$ cat src/rtl/pe_sched_pkg.sv
// Shared types and constants for the PE-array tile scheduler.
package pe_sched_pkg;

  localparam int unsigned DEF_TILE   = 8;
  localparam int unsigned DEF_ADDR_W = 32;
  localparam int unsigned DEF_DIM_W  = 8;
  localparam int unsigned STATE_W    = 2;
  localparam int unsigned CMD_FLAG_W = 2;

  typedef enum logic [STATE_W-1:0] {
    ST_IDLE  = 2'd0,
    ST_ISSUE = 2'd1,
    ST_WAIT  = 2'd2,
    ST_DONE  = 2'd3
  } sched_state_e;

  // Words in one TILE x TILE tile.
  function automatic int unsigned tile_words(input int unsigned tile);
    return tile * tile;
  endfunction

  localparam int unsigned DEF_TILE_WORDS = DEF_TILE * DEF_TILE;

endpackage

$ cat src/rtl/pe_tile_scheduler_if.sv
// Tile command channel between the scheduler (master) and the PE-array controller (slave).
interface pe_tile_scheduler_if #(
  parameter int unsigned ADDR_W = 32
) ();

  logic              cmd_valid;
  logic              cmd_ready;
  logic [ADDR_W-1:0] cmd_a_addr;
  logic [ADDR_W-1:0] cmd_b_addr;
  logic [ADDR_W-1:0] cmd_c_addr;
  logic              cmd_first;
  logic              cmd_last;
  logic              pe_done;

  modport master (
    output cmd_valid, cmd_a_addr, cmd_b_addr, cmd_c_addr, cmd_first, cmd_last,
    input  cmd_ready, pe_done
  );

  modport slave (
    input  cmd_valid, cmd_a_addr, cmd_b_addr, cmd_c_addr, cmd_first, cmd_last,
    output cmd_ready, pe_done
  );

endinterface

$ cat src/rtl/pe_tile_counter.sv
// Nested i/j/k tile counter with incremental A/B/C tile base pointers (no multipliers).
module pe_tile_counter
  import pe_sched_pkg::*;
#(
  parameter int unsigned TILE   = 8,
  parameter int unsigned ADDR_W = 32,
  parameter int unsigned DIM_W  = 8
) (
  input  logic              clk,
  input  logic              reset,
  input  logic              load,
  input  logic              advance,
  input  logic [DIM_W-1:0]  m_tiles,
  input  logic [DIM_W-1:0]  n_tiles,
  input  logic [DIM_W-1:0]  k_tiles,
  input  logic [ADDR_W-1:0] a_base,
  input  logic [ADDR_W-1:0] b_base,
  input  logic [ADDR_W-1:0] c_base,
  output logic [ADDR_W-1:0] a_addr,
  output logic [ADDR_W-1:0] b_addr,
  output logic [ADDR_W-1:0] c_addr,
  output logic              first,
  output logic              last,
  output logic              wrap
);

  localparam int unsigned TW_SHIFT = $clog2(tile_words(TILE));
  localparam logic [ADDR_W-1:0] TW_STEP = ADDR_W'(tile_words(TILE));

  logic [DIM_W-1:0]  m_q, n_q, k_q;
  logic [DIM_W-1:0]  i_q, j_q, kk_q;
  logic [DIM_W-1:0]  i_n, j_n, kk_n;
  logic [DIM_W-1:0]  dim_m, dim_n, dim_k;
  logic [ADDR_W-1:0] a_stride_q, b_stride_q, b_base_q;
  logic [ADDR_W-1:0] a_row_q, b_col_q, a_row_n, b_col_n;
  logic [ADDR_W-1:0] a_q, b_q, c_q, a_n, b_n, c_n;
  logic              first_q, last_q, wrap_q;
  logic              first_n, last_n, wrap_n;

  assign dim_m = load ? m_tiles : m_q;
  assign dim_n = load ? n_tiles : n_q;
  assign dim_k = load ? k_tiles : k_q;

  // Next loop indices and pointers; flags derive from the next indices.
  always_comb begin
    i_n     = i_q;
    j_n     = j_q;
    kk_n    = kk_q;
    a_n     = a_q;
    b_n     = b_q;
    c_n     = c_q;
    a_row_n = a_row_q;
    b_col_n = b_col_q;
    if (load) begin
      i_n     = '0;
      j_n     = '0;
      kk_n    = '0;
      a_n     = a_base;
      b_n     = b_base;
      c_n     = c_base;
      a_row_n = a_base;
      b_col_n = b_base;
    end else if (advance) begin
      if (!last_q) begin
        kk_n = kk_q + DIM_W'(1);
        a_n  = a_q + TW_STEP;
        b_n  = b_q + b_stride_q;
      end else begin
        kk_n = '0;
        c_n  = c_q + TW_STEP;
        if (j_q != n_q - DIM_W'(1)) begin
          j_n     = j_q + DIM_W'(1);
          a_n     = a_row_q;
          b_col_n = b_col_q + TW_STEP;
          b_n     = b_col_q + TW_STEP;
        end else begin
          j_n     = '0;
          i_n     = i_q + DIM_W'(1);
          a_row_n = a_row_q + a_stride_q;
          a_n     = a_row_q + a_stride_q;
          b_col_n = b_base_q;
          b_n     = b_base_q;
        end
      end
    end
    first_n = (kk_n == '0);
    last_n  = (kk_n == dim_k - DIM_W'(1));
    wrap_n  = last_n && (j_n == dim_n - DIM_W'(1)) && (i_n == dim_m - DIM_W'(1));
  end

  always_ff @(posedge clk) begin
    if (reset) begin
      m_q        <= '0;
      n_q        <= '0;
      k_q        <= '0;
      a_stride_q <= '0;
      b_stride_q <= '0;
      b_base_q   <= '0;
    end else if (load) begin
      m_q        <= m_tiles;
      n_q        <= n_tiles;
      k_q        <= k_tiles;
      a_stride_q <= ADDR_W'(k_tiles) << TW_SHIFT;
      b_stride_q <= ADDR_W'(n_tiles) << TW_SHIFT;
      b_base_q   <= b_base;
    end
  end

  always_ff @(posedge clk) begin
    if (reset) begin
      i_q     <= '0;
      j_q     <= '0;
      kk_q    <= '0;
      a_q     <= '0;
      b_q     <= '0;
      c_q     <= '0;
      a_row_q <= '0;
      b_col_q <= '0;
      first_q <= 1'b0;
      last_q  <= 1'b0;
      wrap_q  <= 1'b0;
    end else if (load || advance) begin
      i_q     <= i_n;
      j_q     <= j_n;
      kk_q    <= kk_n;
      a_q     <= a_n;
      b_q     <= b_n;
      c_q     <= c_n;
      a_row_q <= a_row_n;
      b_col_q <= b_col_n;
      first_q <= first_n;
      last_q  <= last_n;
      wrap_q  <= wrap_n;
    end
  end

  assign a_addr = a_q;
  assign b_addr = b_q;
  assign c_addr = c_q;
  assign first  = first_q;
  assign last   = last_q;
  assign wrap   = wrap_q;

endmodule

$ cat src/rtl/pe_tile_scheduler.sv
// Issues one TILE x TILE tile command at a time for C = A x B, waiting for pe_done between tiles.
module pe_tile_scheduler
  import pe_sched_pkg::*;
#(
  parameter int unsigned TILE   = 8,
  parameter int unsigned ADDR_W = 32,
  parameter int unsigned DIM_W  = 8
) (
  input  logic               clk,
  input  logic               reset,
  input  logic               start,
  input  logic [DIM_W-1:0]   m_tiles,
  input  logic [DIM_W-1:0]   n_tiles,
  input  logic [DIM_W-1:0]   k_tiles,
  input  logic [ADDR_W-1:0]  a_base,
  input  logic [ADDR_W-1:0]  b_base,
  input  logic [ADDR_W-1:0]  c_base,
  pe_tile_scheduler_if.master cmd,
  output logic               busy,
  output logic               done,
  output logic               err
);

  localparam logic [STATE_W-1:0] IDLE  = ST_IDLE;
  localparam logic [STATE_W-1:0] ISSUE = ST_ISSUE;
  localparam logic [STATE_W-1:0] WAIT  = ST_WAIT;
  localparam logic [STATE_W-1:0] DONE  = ST_DONE;

  logic [STATE_W-1:0] state_q, state_n;
  logic               valid_q, valid_n, busy_n, done_n, err_n;
  logic               zero_dim, load, advance, wrap;
  logic [ADDR_W-1:0]  a_addr, b_addr, c_addr;
  logic               first, last;

  assign zero_dim = (m_tiles == '0) || (n_tiles == '0) || (k_tiles == '0);
  assign load     = (state_q == IDLE) && start && !zero_dim;
  assign advance  = (state_q == WAIT) && cmd.pe_done;

  pe_tile_counter #(
    .TILE   (TILE),
    .ADDR_W (ADDR_W),
    .DIM_W  (DIM_W)
  ) u_counter (
    .clk     (clk),
    .reset   (reset),
    .load    (load),
    .advance (advance),
    .m_tiles (m_tiles),
    .n_tiles (n_tiles),
    .k_tiles (k_tiles),
    .a_base  (a_base),
    .b_base  (b_base),
    .c_base  (c_base),
    .a_addr  (a_addr),
    .b_addr  (b_addr),
    .c_addr  (c_addr),
    .first   (first),
    .last    (last),
    .wrap    (wrap)
  );

  // Next state and next registered outputs.
  always_comb begin
    state_n = state_q;
    err_n   = 1'b0;
    case (state_q)
      IDLE: begin
        if (start) begin
          if (zero_dim) begin
            state_n = DONE;
            err_n   = 1'b1;
          end else begin
            state_n = ISSUE;
          end
        end
      end
      ISSUE: if (cmd.cmd_ready) state_n = WAIT;
      WAIT:  if (cmd.pe_done) state_n = wrap ? DONE : ISSUE;
      DONE:  state_n = IDLE;
      default: state_n = IDLE;
    endcase
    valid_n = (state_n == ISSUE);
    busy_n  = (state_n == ISSUE) || (state_n == WAIT);
    done_n  = (state_n == DONE);
  end

  always_ff @(posedge clk) begin
    if (reset) begin
      state_q <= IDLE;
      valid_q <= 1'b0;
      busy    <= 1'b0;
      done    <= 1'b0;
      err     <= 1'b0;
    end else begin
      state_q <= state_n;
      valid_q <= valid_n;
      busy    <= busy_n;
      done    <= done_n;
      err     <= err_n;
    end
  end

  assign cmd.cmd_valid  = valid_q;
  assign cmd.cmd_a_addr = a_addr;
  assign cmd.cmd_b_addr = b_addr;
  assign cmd.cmd_c_addr = c_addr;
  assign cmd.cmd_first  = first;
  assign cmd.cmd_last   = last;

endmodule

$ cat src/flat_wrapper.sv
// flat-port wrapper written by rule: the top's interface ports become plain ports
module pe_tile_scheduler_flat import pe_sched_pkg::*;
#(
  parameter int unsigned TILE   = 8,
  parameter int unsigned ADDR_W = 32,
  parameter int unsigned DIM_W  = 8
)
  (clk, reset, start, m_tiles, n_tiles, k_tiles, a_base, b_base, c_base, busy, done, err, cmd_cmd_valid, cmd_cmd_a_addr, cmd_cmd_b_addr, cmd_cmd_c_addr, cmd_cmd_first, cmd_cmd_last, cmd_cmd_ready, cmd_pe_done);
  pe_tile_scheduler_if #(.ADDR_W(ADDR_W)) cmd_i ();
  input  logic clk;
  input  logic reset;
  input  logic start;
  input  logic [DIM_W-1:0] m_tiles;
  input  logic [DIM_W-1:0] n_tiles;
  input  logic [DIM_W-1:0] k_tiles;
  input  logic [ADDR_W-1:0] a_base;
  input  logic [ADDR_W-1:0] b_base;
  input  logic [ADDR_W-1:0] c_base;
  output logic busy;
  output logic done;
  output logic err;
  output wire logic [$bits(cmd_i.cmd_valid)-1:0] cmd_cmd_valid;
  output wire logic [$bits(cmd_i.cmd_a_addr)-1:0] cmd_cmd_a_addr;
  output wire logic [$bits(cmd_i.cmd_b_addr)-1:0] cmd_cmd_b_addr;
  output wire logic [$bits(cmd_i.cmd_c_addr)-1:0] cmd_cmd_c_addr;
  output wire logic [$bits(cmd_i.cmd_first)-1:0] cmd_cmd_first;
  output wire logic [$bits(cmd_i.cmd_last)-1:0] cmd_cmd_last;
  input wire logic [$bits(cmd_i.cmd_ready)-1:0] cmd_cmd_ready;
  input wire logic [$bits(cmd_i.pe_done)-1:0] cmd_pe_done;
  assign cmd_cmd_valid = cmd_i.cmd_valid;
  assign cmd_cmd_a_addr = cmd_i.cmd_a_addr;
  assign cmd_cmd_b_addr = cmd_i.cmd_b_addr;
  assign cmd_cmd_c_addr = cmd_i.cmd_c_addr;
  assign cmd_cmd_first = cmd_i.cmd_first;
  assign cmd_cmd_last = cmd_i.cmd_last;
  assign cmd_i.cmd_ready = cmd_cmd_ready;
  assign cmd_i.pe_done = cmd_pe_done;
  pe_tile_scheduler #(.TILE(TILE), .ADDR_W(ADDR_W), .DIM_W(DIM_W)) u_core (.clk(clk), .reset(reset), .start(start), .m_tiles(m_tiles), .n_tiles(n_tiles), .k_tiles(k_tiles), .a_base(a_base), .b_base(b_base), .c_base(c_base), .cmd(cmd_i), .busy(busy), .done(done), .err(err));
endmodule
$ cat config.mk
export PLATFORM = sky130hd
export DESIGN_NAME = pe_tile_scheduler_flat
export DESIGN_NICKNAME = d
export VERILOG_FILES = /design/src/rtl/pe_sched_pkg.sv /design/src/rtl/pe_tile_scheduler_if.sv /design/src/rtl/pe_tile_counter.sv /design/src/rtl/pe_tile_scheduler.sv /design/src/flat_wrapper.sv
export SDC_FILE = /design/constraint.sdc
export NUM_CORES = 1
export LEC_CHECK = 0
export BUFFER_PORTS_ARGS = -buffer_cell sky130_fd_sc_hd__buf_2
export CELL_PAD_IN_SITES_DETAIL_PLACEMENT = 1
export CELL_PAD_IN_SITES_GLOBAL_PLACEMENT = 1
export CORE_ASPECT_RATIO = 0.5
export CORE_UTILIZATION = 35
export CTS_BUF_LIST = sky130_fd_sc_hd__clkbuf_8
export DETAILED_ROUTE_END_ITERATION = 10
export PLACE_DENSITY_LB_ADDON = 0.1
export SYNTH_ARGS = -nofsm -noshare
export SYNTH_HDL_FRONTEND = slang
export SYNTH_SLANG_ARGS = --single-unit
$ cat constraint.sdc
create_clock -name clk -period 6.3 [get_ports clk]
set_input_delay 0.315 -clock clk [delete_from_list [all_inputs] [get_ports clk]]
set_output_delay 0.315 -clock clk [all_outputs]
set_load 0.01 [all_outputs]
# Word level (Yosys, flattened, before mapping)
# Cells that the tools add are included.
[totals] reg_bits=265 input_bits=125 output_inout_bits=102 wordCells=104
[classes] add_sub_neg=12 n_eq_ne=10 n_mux=38 bitwise_logic=2 n_reduce_logical=20
[op_table] cell="2-to-1 mux 32 bit" count=17
[op_table] cell="2-to-1 mux 8 bit" count=14
[op_table] cell="adder 32 x 7 -> 32 bit (second input constant)" count=3
[op_table] cell="adder 32 x 14 -> 32 bit" count=2
[op_table] cell="logical NOT 8 bit" count=4
[op_table] cell="subtractor 8 x 1 -> 8 bit (second input constant)" count=4
[op_table] cell="adder 8 x 1 -> 8 bit (second input constant)" count=3
[op_table] cell="== test 8 bit" count=3
[op_table] cell="2-to-1 mux 2 bit" count=5
[op_table] cell="== test 2 bit (second input constant)" count=4
[op_table] cell="inequality test 8 bit" count=1
[op_table] cell="case mux 2 bit (4 select lines)" count=1
[op_table] cell="logical AND 1 bit" count=5
[op_table] cell="== test 2 x 1 -> 1 bit (second input constant)" count=2
[op_table] cell="logical OR 1 bit" count=4
[op_table] cell="nonzero test 2 bit" count=2
[op_table] cell="AND reduction 3 bit" count=1
[op_table] cell="OR reduction 3 bit" count=1
[op_table] cell="logical NOT 2 bit" count=1
[op_table] cell="NOT 1 bit" count=2
[op_table] cell="AND reduction 2 bit" count=1
[op_table] cell="logical NOT 1 bit" count=1
[op_table] cell="2-to-1 mux 1 bit" count=1

# Longest topological paths before layout
# Gate-level depths: netlist of run 1.
[logic_depth] word_depth=10 mapped_depth=19 mapped_depth_nobuf=14

# Cells and area by module
# From an unflattened synthesis of run 1, not the netlist that was laid out.
[hier_totals] cells_unflattened=2007 hier_area_um2=15487.4
[by_module_without_submodules] mod="pe_tile_counter" instances=1 cells_per_inst=1970 area_each_um2=15160.8 seq_area_each_um2=5185.0
[by_module_without_submodules] mod="pe_tile_scheduler" instances=1 cells_per_inst=37 area_each_um2=326.6 seq_area_each_um2=120.1

# Worst setup path after synthesis of run 1
# No wires, ideal clock.
[synth_path] kind="register to register" start="register u_core.state_q[0]" end="register u_core.u_counter.wrap_q (netlist: u_core.u_counter.wrap)" setup_time_ns=0.058 arrival_time_ns=4.537 t_required_ns=6.242 path_slack_ns=1.706 path_stages_with_launch=19 n_path_buf=5 synth_period_minus_slack_ns=4.594 path_cell_list="dfxtp_1 -> nor3b_1 -> o21ai_1 -> nor3_1 -> buf_2 -> clkbuf_1 -> clkbuf_1 -> clkbuf_1 -> buf_1 -> mux2i_1 -> ha_1 -> xnor2_1 -> a31oi_1 -> a2111oi_0 -> o2111ai_1 -> a2111oi_2 -> o2111ai_1 -> a2111oi_1 -> a21o_1"
[synth_via] elab_chain_cells=8 word_cells_on_any_way=23 classes_between="add/sub: 3; eq/ne: 4; mux: 9; reduce/logical: 7"
[synth_rtl] element="start, declared" line="pe_tile_scheduler.sv:29" rtl="logic [STATE_W-1:0] state_q, state_n;"
[synth_rtl] element="start signal, assigned" line="pe_tile_scheduler.sv:95" rtl="state_q <= state_n;"
[synth_rtl] element="logical NOT 2 bit" line="pe_tile_scheduler.sv:36" rtl="assign load = (state_q == IDLE) && start && !zero_dim;"
[synth_rtl] element="logical AND 1 bit (2 in series)" line="pe_tile_scheduler.sv:36"
[synth_rtl] element="2-to-1 mux 8 bit"
[synth_rtl] element="subtractor 8 x 1 -> 8 bit, on equally long branches" line="pe_tile_counter.sv:87, pe_tile_counter.sv:88"
[synth_rtl] element="== test 8 bit, on equally long branches" line="pe_tile_counter.sv:87, pe_tile_counter.sv:88"
[synth_rtl] element="logical AND 1 bit (2 in series)" line="pe_tile_counter.sv:88" rtl="wrap_n = last_n && (j_n == dim_n - DIM_W'(1)) && (i_n == dim_m - DIM_W'(1));"
[synth_rtl] element="end signal, assigned" line="pe_tile_counter.sv:133" rtl="wrap_q <= wrap_n;"
[synth_rtl] element="end, declared" line="pe_tile_counter.sv:37" rtl="logic first_q, last_q, wrap_q;"
# Parallel ways exist; a longest one is shown, timed or not.
# A chain may end at the register's enable or synchronous reset.

# Worst setup path in the final report of run 1
[layout_path] start="input port k_tiles[1]" end="register u_core.u_counter.wrap_q (netlist: u_core.u_counter.wrap)"
[layout_via] elab_chain_cells=9 word_cells_on_any_way=19 classes_between="add/sub: 3; eq/ne: 3; mux: 6; reduce/logical: 7"
[layout_rtl] element="start, declared" line="flat_wrapper.sv:15" rtl="input logic [DIM_W-1:0] k_tiles;"
[layout_rtl] element="logical NOT 8 bit" line="pe_tile_scheduler.sv:35" rtl="assign zero_dim = (m_tiles == '0) || (n_tiles == '0) || (k_tiles == '0);"
[layout_rtl] element="logical OR 1 bit" line="pe_tile_scheduler.sv:35"
[layout_rtl] element="logical NOT 1 bit" line="pe_tile_scheduler.sv:36"
[layout_rtl] element="logical AND 1 bit" line="pe_tile_scheduler.sv:36"
[layout_rtl] element="2-to-1 mux 8 bit"
[layout_rtl] element="subtractor 8 x 1 -> 8 bit, on equally long branches" line="pe_tile_counter.sv:87, pe_tile_counter.sv:88"
[layout_rtl] element="== test 8 bit, on equally long branches" line="pe_tile_counter.sv:87, pe_tile_counter.sv:88"
[layout_rtl] element="logical AND 1 bit (2 in series)" line="pe_tile_counter.sv:88"
# Parallel ways exist; a longest one is shown, timed or not.

==> results of run 1 <==
-- stage by stage --
step	power (mW)	utilization, %
after floorplan	2.46	-
after global placement	2.75	39.2
after detailed placement	2.76	39.2
after CTS	4.38	42.9
after global routing	4.56	42.9
final	4.33	42.9
-- synth_stat cells (5+ instances only) --
cell / instances
or3_1: 15
xnor2_1: 78
clkbuf_1: 100
o21a_1: 12
buf_1: 27
dfxtp_1: 265
nor4_1: 10
nand2_1: 350
a211oi_1: 48
and3_1: 34
nor2b_1: 13
a31oi_1: 20
nor2_1: 248
inv_1: 33
and2_1: 6
nand2b_1: 5
o211ai_1: 19
or4_1: 6
o21bai_1: 12
buf_2: 7
a221oi_1: 5
and4_1: 7
a21oi_1: 215
nand3b_1: 6
a311oi_1: 18
o2111ai_1: 6
xor2_1: 66
ha_1: 28
a21boi_0: 12
nand3_1: 61
nor3_1: 59
a21o_1: 5
o22ai_1: 11
a2111oi_0: 9
nor3b_1: 6
mux2i_1: 14
nand4_1: 24
o21ai_0: 101
-- power by group through the flow --
stage          Combinational, mW  Sequential (mW)  Clock, mW
5_1_grt                    0.910             1.95       1.70
6_report                   0.823             1.93       1.58
3_5_place_dp               0.787             1.97          0
4_1_cts                    0.825             1.93       1.62
3_3_place_gp               0.780             1.97          0
2_1_floorplan              0.503             1.95          0
-- critical path: stages --
cell and delay, ns:
dlygate4sd3_1 0.53, buf_2 0.14, or3_1 0.41, nor4_2 0.54, or3_4 0.66, buf_4 0.46, nor2_1 0.08, a31oi_1 0.23
xor2_1 0.10, or3_1 0.32, a2111oi_0 0.36, o21ai_0 0.25, a2111oi_1 0.33, a21o_1 0.16
-- metal layers --
metal  global-route usage, %  part of all wire (%)  vias to the layer above  routed length (um)
met4                    6.06                   1.8                        2                1010
met2                    41.9                    47                      230               26100
li1                        -                     -                     7603                   -
met5                       0                 0.023                        -                  13
met3                    3.97                   3.5                       70                1990
met1                    33.9                    48                     7619               27000
-- flip-flops by register name, summed over array words and instances, names as in the netlist, 2 cells and up --
| name | count |
|---|---|
| u_core.u_counter.i_q | 8 |
| u_core.u_counter.c_addr | 32 |
| u_core.u_counter.m_q | 8 |
| u_core.u_counter.b_base_q | 32 |
| u_core.u_counter.b_addr | 32 |
| u_core.u_counter.k_q | 8 |
| u_core.state_q | 2 |
| u_core.u_counter.b_col_q | 32 |
| u_core.u_counter.a_stride_q | 8 |
| u_core.u_counter.j_q | 8 |
| u_core.u_counter.a_addr | 32 |
| u_core.u_counter.kk_q | 8 |
| u_core.u_counter.a_row_q | 32 |
| u_core.u_counter.n_q | 8 |
| u_core.u_counter.b_stride_q | 8 |
-- cell families (layout without fill, tap and decap cells) --
group                      after synthesis  after routing  synth area share (%)
adders and majority gates               30             30                  2.60
xor gates and xnor gates               144            144                  8.39
and+or+nand+nor                        865            865                  25.7
muxes                                   16             16                  1.08
other                                    0              2                     0
AOI/OAI and AO/OA                      542            542                  22.4
DFF                                    265            265                  35.3
buffers and inverters                  172            423                  4.54
-- how the worst max path moves through the flow --
stage                                  to  slack (ns)
finish              u_core.u_counter.wrap        1.92
global route        u_core.u_counter.wrap        1.57
CTS                 u_core.u_counter.wrap        1.92
detailed placement  u_core.u_counter.wrap        1.89
global placement    u_core.u_counter.wrap        1.90
floorplan           u_core.u_counter.wrap        1.71
-- area by class of cell --
| type | count | share of cell area [%] |
|---|---|---|
| clock inverters | 20 | 0.484 |
| repair buffers | 314 | 11.0 |
| diodes | 2 | 0.0277 |
| flip-flops and latches | 265 | 29.3 |
| clock buffers | 56 | 4.26 |
| inverters | 33 | 0.685 |
| multi-input cells | 1597 | 50.2 |
| well taps | 577 | 3.99 |
-- cells in the final DEF, fill, tap and decap left out, drive strengths merged, types with 62 or more instances in the layout --
| master | n |
|---|---|
| nand2 | 350 |
| dfxtp | 265 |
| nor2 | 248 |
| xor2 | 66 |
| nand3 | 62 |
| a21oi | 215 |
| o21ai | 102 |
| xnor2 | 78 |
| buf | 246 |
| dlygate4sd3 | 67 |
==> metrics.md, run 1 <==
| Metric | Value |
|---|---|
| Worst hold margin | `0.0330 ns` |
| Synth-to-Final Area Change | `20.4%` |
| Post-DP HPWL | `37400 um` |
| Total CTS buffers | `43` |
| # port buffers | `226` |
| Placed instance count | `2719` |
| Number of library cell types mapped by synthesis | `77` |
| Post-Syn Instances | `2034` |
| Switching pwr | `1.41 mW` |
| Final std cells w/o fill | `2864` |
| Slew Limit Headroom | `28.2%` |
| Fin nets | `2409` |
| Post-route DRC violation count | `0` |
| R2R depth | `14` |
| Place WS | `1.89 ns` |
| Max cap viols | `0` |
| Critical Path Fanout Max | `54` |
| Post-synth EDFFs | `0` |
| HP Class | `primary input to register` |
| Post-route cell area | `18100 sq um` |
| Die Height | `149 um` |
| Layout cells sized above 1 | `14.7%` |
| Worst flop-to-flop path endpoint | `u_core.u_counter.wrap` |
| Core area | `42200 sq um` |
| GRT Total Usage | `25.1%` |
| Setup violators final | `0` |
| Syn_nets | `2189` |
| Synth Register Bits | `265` |
| Sequential share of power | `44.6%` |
| Die footprint | `43800 sq um` |
| Rows | `53` |
| DRT iter0 DRCs | `785` |
| Crit path required time | `6.84 ns` |
| Final GP Congestion | `0.855` |
| Worst-Skew Late Latency | `0.60 ns` |
| Final period utilization | `69.5%` |
| Clock sink count | `265` |
| Vias in the first global route | `15444` |
| # fillers | `5322` |
| Nature of the critical path endpoint | `register` |
| Min Clock Period, post-route | `4.38 ns` |
| Synth top area cells | `dfxtp_1, nand2_1, a21oi_1` |
| Final WL | `56200 um` |
| WL per Instance | `19.6 um` |
| Register area share after synthesis | `35.3%` |
| Clock buffer depth | `3` |
| Origin of the critical flop-to-flop path | `u_core.state_q[0]` |
| Clk Tree Root Cell | `clkbuf_8` |
| Mapped Area | `15000 sq um` |
| Combinational share of power | `19.0%` |
| Critical path type | `primary input to register` |
| Hold depth | `3` |
| CTS tree | `done` |
| Pwr/cell area | `240 nW/um^2` |
| HP Start | `b_base[25]` |
| Area post-placement | `16500 sq um` |
| Synth area leader | `dfxtp_1` |
| GRT overflow | `0` |
| Synthesized area per cell | `7.39 sq um` |
| Antenna-violating nets left | `0` |
| Die width | `295 um` |
| Fin worst setup slack | `1.92 ns` |
| Cell Int Power | `2.93 mW` |
| Largest net degree at the start of global routing | `176` |
| Clock share of power | `36.4%` |
| Ys async rst share | `0%` |
| Hold buffers post-CTS | `67` |
| Final Max Slew Viols | `0` |
| P_leak | `7.12 nW` |
| Vias per inst | `5.42` |
| R2R setup slack | `1.94 ns` |
| Setup crit start kind | `primary input` |
| Worst-path clk slew | `0.07 ns` |
| DR vias | `15524` |
| Yosys top cell area share | `35.3%` |
| Clk_skew | `0.0242 ns` |
| Initial core utilization | `35.6%` |
| IO Count | `227` |
| Pin slew with the least headroom to its limit | `1.08 ns` |
| Antenna violations before repair | `4` |
| Sw Share | `32.5%` |
| CP arrival | `4.92 ns` |
| Multi-input combinational cell area | `9070 sq um` |
| Post-synth top flop | `dfxtp_1` |
| VDD IR max | `0.119 mV` |
| First-pass GRT wire length | `87200 um` |
| 1st-pass router iterations | `5` |
| Fmax | `228 MHz` |
| RSZ-0062 raised after global routing | `false` |
| Setup TNS | `0 ns` |
| Hold EP | `u_core.u_counter.b_base_q[25]` |
| Setup bufs post-CTS | `0` |
| Final Hold Fails | `0` |
| Post-CTS Resized | `0` |
| Yosys warns | `0` |
| Status | `finished, final reports clean` |
| H-tree lvl count | `2` |
| Critical Path Source | `k_tiles[1]` |
| Sequential cell area | `5310 sq um` |
(Power assumes the default switching activity.)
==> inputs of run 2 (changes only) <==
==> constraint.sdc (replaced) <==
create_clock -name clk -period 4.35 [get_ports clk]
set_input_delay 0.2175 -clock clk [delete_from_list [all_inputs] [get_ports clk]]
set_output_delay 0.2175 -clock clk [all_outputs]
set_load 0.01 [all_outputs]
==> run 2 against run 1 <==
Net effect: setup slack got worse by 1.5 ns; sequential share of layout area decreased by 0.94 points; critical path depth increased by 1; worst hold slack improved by 0.0021 ns; wire length increased by 2.4%; via count increased by 2.3%; count of clock-buffer cells in the layout increased by 1; non-clock buffer count increased by 61; critical endpoint unchanged; highest routed layer is now met4.
==> metrics.md, run 2 (same netlist as run 1, synthesis figures left out) <==
| Metric | Value |
|---|---|
| Status | `finished, final reports clean` |
| Vias per inst | `5.43` |
| Post-DP HPWL | `38500 um` |
| Antenna diodes | `0` |
| Final Max Slew Viols | `0` |
| RSZ-0062 raised after global routing | `false` |
| Clock sink count | `265` |
| Worst-Skew Late Latency | `0.58 ns` |
| Initial core utilization | `35.6%` |
| Setup crit start kind | `primary input` |
| Final std cells w/o fill | `2924` |
| Slew Limit Headroom | `45.6%` |
| Crit path required time | `4.88 ns` |
| Fmax | `252 MHz` |
| Final period utilization | `91.3%` |
| IO Count | `227` |
| Final Hold Fails | `0` |
| First-pass GRT wire length | `89200 um` |
| Max stage delay on crit path | `0.58 ns` |
| GRT Total Usage | `25.7%` |
| Rows | `53` |
| Most frequent CP cell | `o2111ai_1` |
| WL per Instance | `19.7 um` |
| Setup TNS | `0 ns` |
| CTS tree | `done` |
| Critical Path Fanout Max | `5` |
| Clk_skew | `0.0202 ns` |
| Largest net degree at the start of global routing | `164` |
| Clock buffer depth | `3` |
| Synth-to-Final Area Change | `24.3%` |
| Die footprint | `43800 sq um` |
| Crit-path cells | `dlygate4sd3_1 > buf_2 > or4_1 > nor3_2 > nor3_4 > mux2i_1 > ha_1 > xnor2_1 > a31oi_1 > a2111oi_0 > o2111ai_1 > a2111oi_2 > o2111ai_1 > a2111oi_1 > a21o_1` |
| Total power | `6.31 mW` |
| Critical path type | `primary input to register` |
| Pwr/cell area | `338 nW/um^2` |
| Fin nets | `2472` |
| Most common cell after layout, fill and taps aside | `nand2_1` |
| H-tree lvl count | `2` |
| Worst-path clk slew | `0.07 ns` |
| # fillers | `5316` |
| Final GP Congestion | `0.889` |
| 1st-pass router iterations | `4` |
| WP buf/inv | `2` |
| DRT iter0 DRCs | `787` |
| Nature of the critical path endpoint | `register` |
| Slowest CP cell | `or4_1` |
| Placed instance count | `2742` |
| Min Clock Period, post-route | `3.97 ns` |
| Antenna-violating nets left | `0` |
| Final WL | `57500 um` |
| Most frequent cells in the layout | `nand2_1, dfxtp_1, nor2_1` |
| CP arrival | `4.50 ns` |
| Setup violators final | `0` |
| Cell family with most CP delay | `compound AO/OA/AOI/OAI gates` |
| Clk Tree Root Cell | `clkbuf_8` |
| DR vias | `15888` |
| Die Height | `149 um` |
| Vias in the first global route | `15742` |
| Max cap viols | `0` |
| Core area | `42200 sq um` |
| Die width | `295 um` |
| Layout cells sized above 1 | `15.3%` |
| Post-route DRC violation count | `0` |
| Pin slew with the least headroom to its limit | `0.816 ns` |
| # port buffers | `226` |
| Total CTS buffers | `45` |
| VDD IR max | `0.163 mV` |
| GRT overflow | `0` |
| P_leak | `7.41 nW` |
| Antenna violations before repair | `0` |
| HP Class | `primary input to register` |
[run 2: cell count changes in the layout (fill, tap and decap cells not counted), moves of 2 or more]
cell / before / now
dlygate4sd3_1: 67 / 105
buf_4: 19 / 39
buf_12: 2 / 5
diode_2: 2 / 0
[run 2: routing by layer]
metal | part of all wire (%) | GRT usage (%) | vias to the layer above
li1 | - | - | 7738
met5 | 0 | 0 | -
met2 | 46 | 42.6 | 272
met1 | 48 | 35.2 | 7791
met3 | 3.9 | 4.02 | 87
met4 | 1.7 | 5.70 | 0
[run 2: final timing paths]
path	from	endpoint	slack [ns]	cells past startpoint
hold / removal	a_base[12]	u_core.u_counter.a_addr[12]	0.04	3
hold reg to reg	u_core.u_counter.c_addr[4]	u_core.u_counter.c_addr[4]	0.45	2
setup / recovery	m_tiles[4]	u_core.u_counter.wrap	0.38	15
setup reg to reg	u_core.state_q[0]	u_core.u_counter.wrap	0.64	14
[run 2: final cells by class]
cell class                      count  area [sq um]  area share (%)
Sequential cell                   265          5310            28.4
Tap cell                          577           722            3.86
Inverter                           33           124           0.663
Multi-Input combinational cell   1597          9080            48.6
Clock buffer                       57           785            4.20
Timing Repair Buffer              375          2580            13.8
Clock inverter                     20          82.6           0.442
[run 2: power breakdown]
| part | total (mW) | switching, mW | internal [mW] | leakage (nW) |
|---|---|---|---|---|
| Combinational | 1.24 | 0.726 | 0.518 | 4.72 |
| Clock | 2.27 | 1.10 | 1.17 | 0.507 |
| Sequential | 2.80 | 0.192 | 2.61 | 2.18 |
[run 2: what timing repair did]
| action | CTS | global route |
|---|---|---|
| setup endpoints to repair | 0 | 1 |
| hold buffers | 105 | 0 |
| gates resized for setup | 0 | 1 |
| endpoints found under the hold margin | 164 | 0 |
| buffers inserted | 0 | 0 |
[run 2: tightest hold or removal path: stages]
cell      delay, ns
buf_2          0.12
o21ai_0        0.16
a211oi_1       0.08
[run 2: per-stage QoR]
step	util (%)	setup WS, ns	hold WS [ns]	cell area (sq um)
6_report	44.3	0.377	0.0351	18700
5_1_grt	44.3	0.102	0.0285	18700
4_1_cts	44.3	0.310	0.00382	18700
3_5_place_dp	39.7	0.305	0.446	16800
3_3_place_gp	39.7	0.326	0.440	16800
2_1_floorplan	-	0.0717	0.353	15000
